$ cat src/rtl/fighter_pkg.sv
// Shared types for the per-player fighter controller: state encoding seen by the
// renderer and hit arbiter, decoded action bit positions, and counter width.
package fighter_pkg;

    typedef enum logic [2:0] {
        IDLE   = 3'd0,
        WALK   = 3'd1,
        CROUCH = 3'd2,
        AIR_UP = 3'd3,
        AIR_DN = 3'd4,
        ATTACK = 3'd5,
        STUN   = 3'd6,
        KO     = 3'd7
    } fstate_t;

    // act = {up, down, left, right, punch, kick}
    localparam int ACT_KICK  = 0;
    localparam int ACT_PUNCH = 1;
    localparam int ACT_RIGHT = 2;
    localparam int ACT_LEFT  = 3;
    localparam int ACT_DOWN  = 4;
    localparam int ACT_UP    = 5;
    localparam int ACT_W     = 6;

    localparam int CNT_W = 8;

endpackage

$ cat src/rtl/fighter_overlap.sv
// Combinational box test: do boxes A and B overlap, and is B on the side A faces
// (dir = 0 faces +x, dir = 1 faces -x).
module fighter_overlap #(
    parameter int POS_W = 10
) (
    input  logic [POS_W-1:0] a_x,
    input  logic [POS_W-1:0] a_y,
    input  logic [POS_W-1:0] a_w,
    input  logic [POS_W-1:0] a_h,
    input  logic [POS_W-1:0] b_x,
    input  logic [POS_W-1:0] b_y,
    input  logic [POS_W-1:0] b_w,
    input  logic [POS_W-1:0] b_h,
    input  logic             dir,
    output logic             overlap,
    output logic             front
);

    // One extra bit so right/bottom edges never wrap.
    logic [POS_W:0] a_r, a_b, b_r, b_b, a_xe, a_ye, b_xe, b_ye;

    assign a_xe = {1'b0, a_x};
    assign a_ye = {1'b0, a_y};
    assign b_xe = {1'b0, b_x};
    assign b_ye = {1'b0, b_y};
    assign a_r  = a_xe + {1'b0, a_w};
    assign a_b  = a_ye + {1'b0, a_h};
    assign b_r  = b_xe + {1'b0, b_w};
    assign b_b  = b_ye + {1'b0, b_h};

    assign overlap = (a_xe < b_r) && (b_xe < a_r) && (a_ye < b_b) && (b_ye < a_b);
    assign front   = dir ? (b_r <= a_r) : (b_xe >= a_xe);

endmodule

$ cat src/rtl/fighter_ctrl.sv
// Per-player fighter controller: one explicit state machine driving position,
// hurtbox size, facing and a one-frame strike pulse, updated once per frame.
module fighter_ctrl
    import fighter_pkg::*;
#(
    parameter int POS_W       = 10,
    parameter int START_X     = 50,
    parameter bit START_DIR   = 1'b0,
    parameter int GROUND_Y    = 291,
    parameter int X_MIN       = 53,
    parameter int X_MAX       = 550,
    parameter int WALK_V      = 3,
    parameter int JUMP_V      = 5,
    parameter int JUMP_H      = 188,
    parameter int BODY_W      = 64,
    parameter int BODY_H      = 128,
    parameter int CROUCH_H    = 96,
    parameter int ATK_W       = 104,
    parameter int KO_W        = 128,
    parameter int ATK_FRAMES  = 12,
    parameter int ATK_ACTIVE  = 4,
    parameter int STUN_FRAMES = 8,
    parameter int KB_V        = 3
) (
    input  logic             frame_clk,
    input  logic             Reset,
    input  logic             restart,
    input  logic [ACT_W-1:0] act,
    input  logic [POS_W-1:0] opp_x,
    input  logic [POS_W-1:0] opp_y,
    input  logic [POS_W-1:0] opp_w,
    input  logic [POS_W-1:0] opp_h,
    input  logic             opp_air,
    input  logic             opp_crouch,
    input  logic             hit_in,
    input  logic             lose,
    output logic [POS_W-1:0] pos_x,
    output logic [POS_W-1:0] pos_y,
    output logic [POS_W-1:0] size_x,
    output logic [POS_W-1:0] size_y,
    output fstate_t          state,
    output logic             dir,
    output logic             air,
    output logic             hit_out
);

    typedef logic signed [POS_W+1:0] sw_t;

    function automatic sw_t ext(input logic [POS_W-1:0] v);
        return sw_t'({2'b00, v});
    endfunction

    function automatic sw_t clamp_x(input sw_t v);
        if (v < sw_t'(X_MIN)) return sw_t'(X_MIN);
        if (v > sw_t'(X_MAX)) return sw_t'(X_MAX);
        return v;
    endfunction

    function automatic logic [POS_W-1:0] to_pos(input sw_t v);
        return v[POS_W-1:0];
    endfunction

    localparam sw_t ATK_DX = sw_t'(ATK_W - BODY_W);
    localparam sw_t APEX_Y = sw_t'(GROUND_Y - JUMP_H);

    fstate_t          state_nxt;
    logic [POS_W-1:0] pos_x_nxt, pos_y_nxt, size_x_nxt, size_y_nxt;
    logic             dir_nxt, air_nxt, hit_nxt;
    logic [CNT_W-1:0] cnt, cnt_nxt;
    logic             atk_prev;

    logic             atk_now, atk_edge, walk_left, walk_any;
    sw_t              step, abut_x, body_x, ny_up, ny_dn;
    logic [POS_W-1:0] cand_x, ground_x, kb_x;
    logic             blk_ov, blk_front, blocked, hit_ov, hit_front;

    assign atk_now   = act[ACT_PUNCH] | act[ACT_KICK];
    assign atk_edge  = atk_now & ~atk_prev;
    assign walk_any  = act[ACT_LEFT] ^ act[ACT_RIGHT];
    assign walk_left = act[ACT_LEFT];
    assign step      = !walk_any ? sw_t'(0) : (walk_left ? -sw_t'(WALK_V) : sw_t'(WALK_V));

    // Bounded step; in the air this is the final X, on the ground blocking applies.
    assign cand_x = to_pos(clamp_x(ext(pos_x) + step));
    assign abut_x = walk_left ? ext(opp_x) + ext(opp_w) : ext(opp_x) - sw_t'(BODY_W);

    fighter_overlap #(.POS_W(POS_W)) u_block (
        .a_x(cand_x), .a_y(POS_W'(GROUND_Y)), .a_w(POS_W'(BODY_W)), .a_h(POS_W'(BODY_H)),
        .b_x(opp_x), .b_y(opp_y), .b_w(opp_w), .b_h(opp_h),
        .dir(walk_left), .overlap(blk_ov), .front(blk_front)
    );

    // Only a step toward an overlapping grounded opponent is blocked; stepping away is free.
    assign blocked  = ~opp_air & blk_ov & blk_front & walk_any;
    assign ground_x = blocked ? to_pos(clamp_x(abut_x)) : cand_x;

    fighter_overlap #(.POS_W(POS_W)) u_hit (
        .a_x(pos_x), .a_y(pos_y), .a_w(size_x), .a_h(size_y),
        .b_x(opp_x), .b_y(opp_y), .b_w(opp_w), .b_h(opp_h),
        .dir(dir), .overlap(hit_ov), .front(hit_front)
    );

    // Body origin with any left-facing attack extension undone.
    assign body_x = (state == ATTACK && dir) ? ext(pos_x) + ATK_DX : ext(pos_x);
    assign kb_x   = to_pos(clamp_x(body_x + (dir ? sw_t'(KB_V) : -sw_t'(KB_V))));
    assign ny_up  = ext(pos_y) - sw_t'(JUMP_V);
    assign ny_dn  = ext(pos_y) + sw_t'(JUMP_V);

    always_comb begin
        // NOTE: every signal gets a default first so no path can hold a value and infer a latch.
        state_nxt  = state;
        pos_x_nxt  = pos_x;
        pos_y_nxt  = pos_y;
        size_x_nxt = size_x;
        size_y_nxt = size_y;
        dir_nxt    = dir;
        air_nxt    = air;
        hit_nxt    = 1'b0;
        cnt_nxt    = cnt;

        if (lose) begin
            state_nxt  = KO;
            pos_x_nxt  = to_pos(body_x);
            pos_y_nxt  = POS_W'(GROUND_Y);
            size_x_nxt = POS_W'(KO_W);
            size_y_nxt = POS_W'(BODY_H);
            air_nxt    = 1'b0;
            cnt_nxt    = '0;
        end else if (hit_in && state != KO) begin
            state_nxt  = STUN;
            pos_x_nxt  = kb_x;
            pos_y_nxt  = POS_W'(GROUND_Y);
            size_x_nxt = POS_W'(BODY_W);
            size_y_nxt = POS_W'(BODY_H);
            air_nxt    = 1'b0;
            cnt_nxt    = CNT_W'(STUN_FRAMES);
        end else begin
            unique case (state)
                IDLE, WALK, CROUCH: begin
                    dir_nxt    = (pos_x > opp_x);
                    pos_y_nxt  = POS_W'(GROUND_Y);
                    size_x_nxt = POS_W'(BODY_W);
                    size_y_nxt = POS_W'(BODY_H);
                    if (act[ACT_UP]) begin
                        state_nxt = AIR_UP;
                        air_nxt   = 1'b1;
                    end else if (atk_edge) begin
                        state_nxt  = ATTACK;
                        cnt_nxt    = '0;
                        size_x_nxt = POS_W'(ATK_W);
                        if (dir_nxt) pos_x_nxt = to_pos(ext(pos_x) - ATK_DX);
                    end else if (act[ACT_DOWN]) begin
                        state_nxt  = CROUCH;
                        size_y_nxt = POS_W'(CROUCH_H);
                        pos_y_nxt  = POS_W'(GROUND_Y + BODY_H - CROUCH_H);
                    end else if (walk_any) begin
                        state_nxt = WALK;
                        pos_x_nxt = ground_x;
                    end else begin
                        state_nxt = IDLE;
                    end
                end
                AIR_UP: begin
                    pos_x_nxt = cand_x;
                    if (ny_up <= APEX_Y) begin
                        pos_y_nxt = to_pos(APEX_Y);
                        state_nxt = AIR_DN;
                    end else begin
                        pos_y_nxt = to_pos(ny_up);
                    end
                end
                AIR_DN: begin
                    pos_x_nxt = cand_x;
                    if (ny_dn >= sw_t'(GROUND_Y)) begin
                        pos_y_nxt = POS_W'(GROUND_Y);
                        air_nxt   = 1'b0;
                        state_nxt = IDLE;
                    end else begin
                        pos_y_nxt = to_pos(ny_dn);
                    end
                end
                ATTACK: begin
                    if (cnt == CNT_W'(ATK_FRAMES - 1)) begin
                        state_nxt  = IDLE;
                        cnt_nxt    = '0;
                        size_x_nxt = POS_W'(BODY_W);
                        pos_x_nxt  = to_pos(body_x);
                    end else begin
                        cnt_nxt = cnt + 1'b1;
                        hit_nxt = (cnt_nxt == CNT_W'(ATK_ACTIVE)) && hit_ov && hit_front && !opp_crouch;
                    end
                end
                STUN: begin
                    if (cnt <= CNT_W'(1)) begin
                        state_nxt = IDLE;
                        cnt_nxt   = '0;
                    end else begin
                        cnt_nxt   = cnt - 1'b1;
                        pos_x_nxt = kb_x;
                    end
                end
                KO: begin
                end
                default: state_nxt = IDLE;
            endcase
        end
    end

    // Reset and restart are synchronous and identical.
    always_ff @(posedge frame_clk) begin
        // NOTE: registered state uses non-blocking assignment so all flops update from pre-edge values.
        if (Reset || restart) begin
            state    <= IDLE;
            pos_x    <= POS_W'(START_X);
            pos_y    <= POS_W'(GROUND_Y);
            size_x   <= POS_W'(BODY_W);
            size_y   <= POS_W'(BODY_H);
            dir      <= START_DIR;
            air      <= 1'b0;
            hit_out  <= 1'b0;
            cnt      <= '0;
            atk_prev <= 1'b0;
        end else begin
            state    <= state_nxt;
            pos_x    <= pos_x_nxt;
            pos_y    <= pos_y_nxt;
            size_x   <= size_x_nxt;
            size_y   <= size_y_nxt;
            dir      <= dir_nxt;
            air      <= air_nxt;
            hit_out  <= hit_nxt;
            cnt      <= cnt_nxt;
            atk_prev <= atk_now;
        end
    end

endmodule

$ cat config.mk
export PLATFORM = sky130hd
export DESIGN_NAME = fighter_ctrl
export DESIGN_NICKNAME = d
export VERILOG_FILES = /design/src/rtl/fighter_pkg.sv /design/src/rtl/fighter_overlap.sv /design/src/rtl/fighter_ctrl.sv
export SDC_FILE = /design/constraint.sdc
export NUM_CORES = 1
export LEC_CHECK = 0
export CAP_MARGIN = 25
export CORE_MARGIN = 2
export CORE_UTILIZATION = 50
export CTS_CLUSTER_DIAMETER = 40
export DETAILED_ROUTE_END_ITERATION = 8
export PLACE_DENSITY = 0.78
export SETUP_SLACK_MARGIN = 0.15
export SLEW_MARGIN = 40
export SYNTH_ARGS = -nofsm -noshare
export SYNTH_HDL_FRONTEND = slang
export SYNTH_HIERARCHICAL = 1
export SYNTH_SLANG_ARGS = --single-unit
export TNS_END_PERCENT = 100
$ cat constraint.sdc
create_clock -name frame_clk -period 20.1 [get_ports frame_clk]
set_clock_uncertainty 0.1 [all_clocks]
set_input_delay 4.02 -clock frame_clk [delete_from_list [all_inputs] [get_ports frame_clk]]
set_output_delay 4.02 -clock frame_clk [all_outputs]
set_load 0.1 [all_outputs]
==> qor.csv <==
metric,value,unit
hold_viol,0,
dpl_cell_area,13200,sq um
rows,57,
core_area,24100,sq um
yosysSeqAreaShare,0.0657,
min_path_type,flip-flop to flip-flop,
synth_top_area_share,0.235,
place.gp.congestion,1.02,
rrSetupSlack,12.02,ns
drt.antenna.violating_nets,0,
switching_power,306,uW
p_int,304,uW
overflow,0,
yosys_warnings,6,
fmax,83.5,MHz
slew_viol_final,0,
yosys.area.top_type,ha_1,
p_seq_frac,0.140,
tns,0,ns
drt_first_pass_iters,6,
initial_core_util,0.505,
crit_cells,30,
holdPathStages,2,
die_y,160,microns
fin_ws,8.13,ns
grt_use_total,0.282,
numCtsBuffers,5,
r2r_cells,29,
yosys-top-cells-area,"ha_1, dfxtp_1, a21oi_1, nor2_1, xnor2_1",
crit_top_cell,ha_1,
crit_arrival,12.05,ns
synth_edf_count,0,
synth_most_common_cell,ha_1,
dpl_worst_slack,7.31,ns
crit_required,20.18,ns
die_width,160,microns
ys_types,95,
cp_num_buf_inv,2,
rsz0062_at_grt,no,
hpwl,29100,microns
grt_max_degree,36,
final-setup-viol-count,0,
fin_area,13400,sq um
clock_latency,0.29,ns
leakage,0.00605,uW
drt_iter0_markers,1115,
htreeDepth,2,
antennaDiodeCount,0,
period_share,0.596,
drc,0,
hold_buffers,0,
nets,2035,
pin_count,99,
cts_sinks,40,
comb_power_share,0.728,
cts_setup_buffers,0,
synth_area,12200,sq um
cts_tree,built,
cp-end-kind,flip-flop,
fin_crit,11.97,ns
syn2layout_area_growth,9.79,%
cp_max_fo,14,
p_sw_frac,0.502,
ir_drop,0.0000370,V
antenna_found_initial,0,
portBuffers,85,
wl_per_cell,18.0,microns
clockBufferDepth,2,
dieArea,25600,sq um
post_cts.resized_instances,0,
synth_common_cells,"ha_1, a21oi_1, nor2_1",
clk_pin_slew,0.06,ns
grt_pass1_vias,12300,
critPathTopFamily,simple AND/OR/NAND/NOR gates,
slowest_stage,ha_1,
viasPerCell,6.23,
tightest_slew,0.822,ns
vias,12900,
synth_flop_cell,dfxtp_1,
routed_wl,37200,microns
synth.avg_cell_area,7.38,sq um
ys_ff_latch,40,
path_class,input pin to flip-flop,
cp_slowest_stage_delay,0.53,ns
p_per_area,45.7,nW/um^2
status,completed,
clkPwrFrac,0.132,
root_buffer,clkbuf_16,
slew_headroom,0.450,
drv_cap,0,
grt_pass1_wl,60400,microns
synth-async-reset-ratio,0,
drive_gt1_frac,0.0557,
synthCells,1650,
start_kind,input pin,
p_total,611,uW
worst reg2reg max path: cells and delay by family (launching register included):
kind | cells | cell delay [ns]
AND/OR/NAND/NOR | 9 | 2.53
AO/OA/AOI/OAI | 12 | 2.31
adder cells (fa/ha/maj) | 5 | 1.73
flip-flops | 1 | 0.83
XOR/XNOR | 2 | 0.41
buffers and inverters | 1 | 0.06
worst paths after layout:
kind / from / end
min: size_x[7] / size_x[7]
max reg2reg: pos_x[0] / pos_x[4]
max: act[2] / pos_x[4]
min reg2reg: size_x[7] / size_x[7]
sequential cells by signal, indices dropped and copies added, names as in the netlist:
name	count
hit_out	1
atk_prev	1
size_y	2
pos_x	10
pos_y	10
dir	1
air	1
size_x	3
state	3
cnt	8
through the flow:
stage,utilization,hold WS [ns],cells
final,0.555,0.434,2066
after floorplan,-,0.429,1719
after global placement,0.555,0.418,2058
after CTS,0.554,0.433,2065
after detailed placement,0.549,0.422,2058
after global routing,0.555,0.474,2066
area by class of cell:
class	instances	area, sq um
multi-input cells	1491	10900
inverters	107	402
flip-flops and latches	40	801
clock buffers	6	129
repair buffers	97	774
clock inverters	1	5.00
well taps	324	405
fillers	2339	10700
per-layer routing:
layer	global-route usage	up-vias	routed length, microns
met4	0.104	0	1380
li1	-	6273	-
met5	0	-	0
met2	0.476	540	16800
met3	0.0309	90	2820
met1	0.370	5978	16200
power groups by stage:
stage          registers [uW]  logic, uW  clock network [uW]
6_report                 85.4        445                80.4
3_3_place_gp             87.0        421                   0
2_1_floorplan            99.7        323                   0
5_1_grt                  85.6        496                83.0
3_5_place_dp             87.0        432                   0
4_1_cts                  85.3        434                80.2
layout by cell type, fill, tap and decap left out, types with 9 or more instances in the layout:
| cell | synthesis | routed |
|---|---|---|
| nand4_1 | 22 | 22 |
| conb_1 | 2 | 71 |
| mux2i_1 | 15 | 15 |
| o21a_1 | 18 | 18 |
| nor2b_1 | 20 | 20 |
| buf_2 | 9 | 34 |
| o21ai_0 | 71 | 71 |
| nand3b_1 | 9 | 9 |
| nand2b_1 | 27 | 27 |
| dfxtp_1 | 40 | 40 |
| o211ai_1 | 20 | 20 |
| clkdlybuf4s50_1 | 0 | 51 |
| o2111ai_1 | 14 | 14 |
| o21bai_1 | 13 | 13 |
| xnor2_1 | 55 | 55 |
| o21ai_1 | 22 | 22 |
| nand3_1 | 42 | 42 |
| a21o_1 | 46 | 46 |
| nor4b_1 | 11 | 11 |
| nand2_1 | 105 | 105 |
| buf_4 | 16 | 11 |
| and2_1 | 19 | 19 |
| ha_1 | 229 | 229 |
| a221oi_1 | 13 | 13 |
| inv_1 | 104 | 104 |
| nor3_1 | 47 | 46 |
| a311oi_1 | 9 | 9 |
| o31ai_1 | 11 | 11 |
| xor2_1 | 45 | 45 |
| a21oi_1 | 148 | 148 |
| a211oi_1 | 24 | 24 |
| a31oi_1 | 28 | 28 |
| and3_1 | 18 | 18 |
| or3_1 | 14 | 14 |
| nor2_1 | 132 | 130 |
| fa_1 | 11 | 11 |
| nor4_1 | 18 | 18 |
logic make-up (layout without fill, tap and decap cells):
| kind of cell | count (synthesis) | in the layout | share of synthesized area |
|---|---|---|---|
| other | 2 | 71 | 0.000616 |
| DFF | 40 | 40 | 0.0657 |
| and+or+nand+nor | 520 | 520 | 0.218 |
| adders and majority gates | 246 | 246 | 0.259 |
| xor gates and xnor gates | 105 | 105 | 0.0796 |
| muxes | 17 | 17 | 0.0142 |
| buffers and inverters | 188 | 211 | 0.0650 |
| AOI/OAI and AO/OA | 532 | 532 | 0.298 |
No activity file was read; power rests on OpenSTA's default activity.
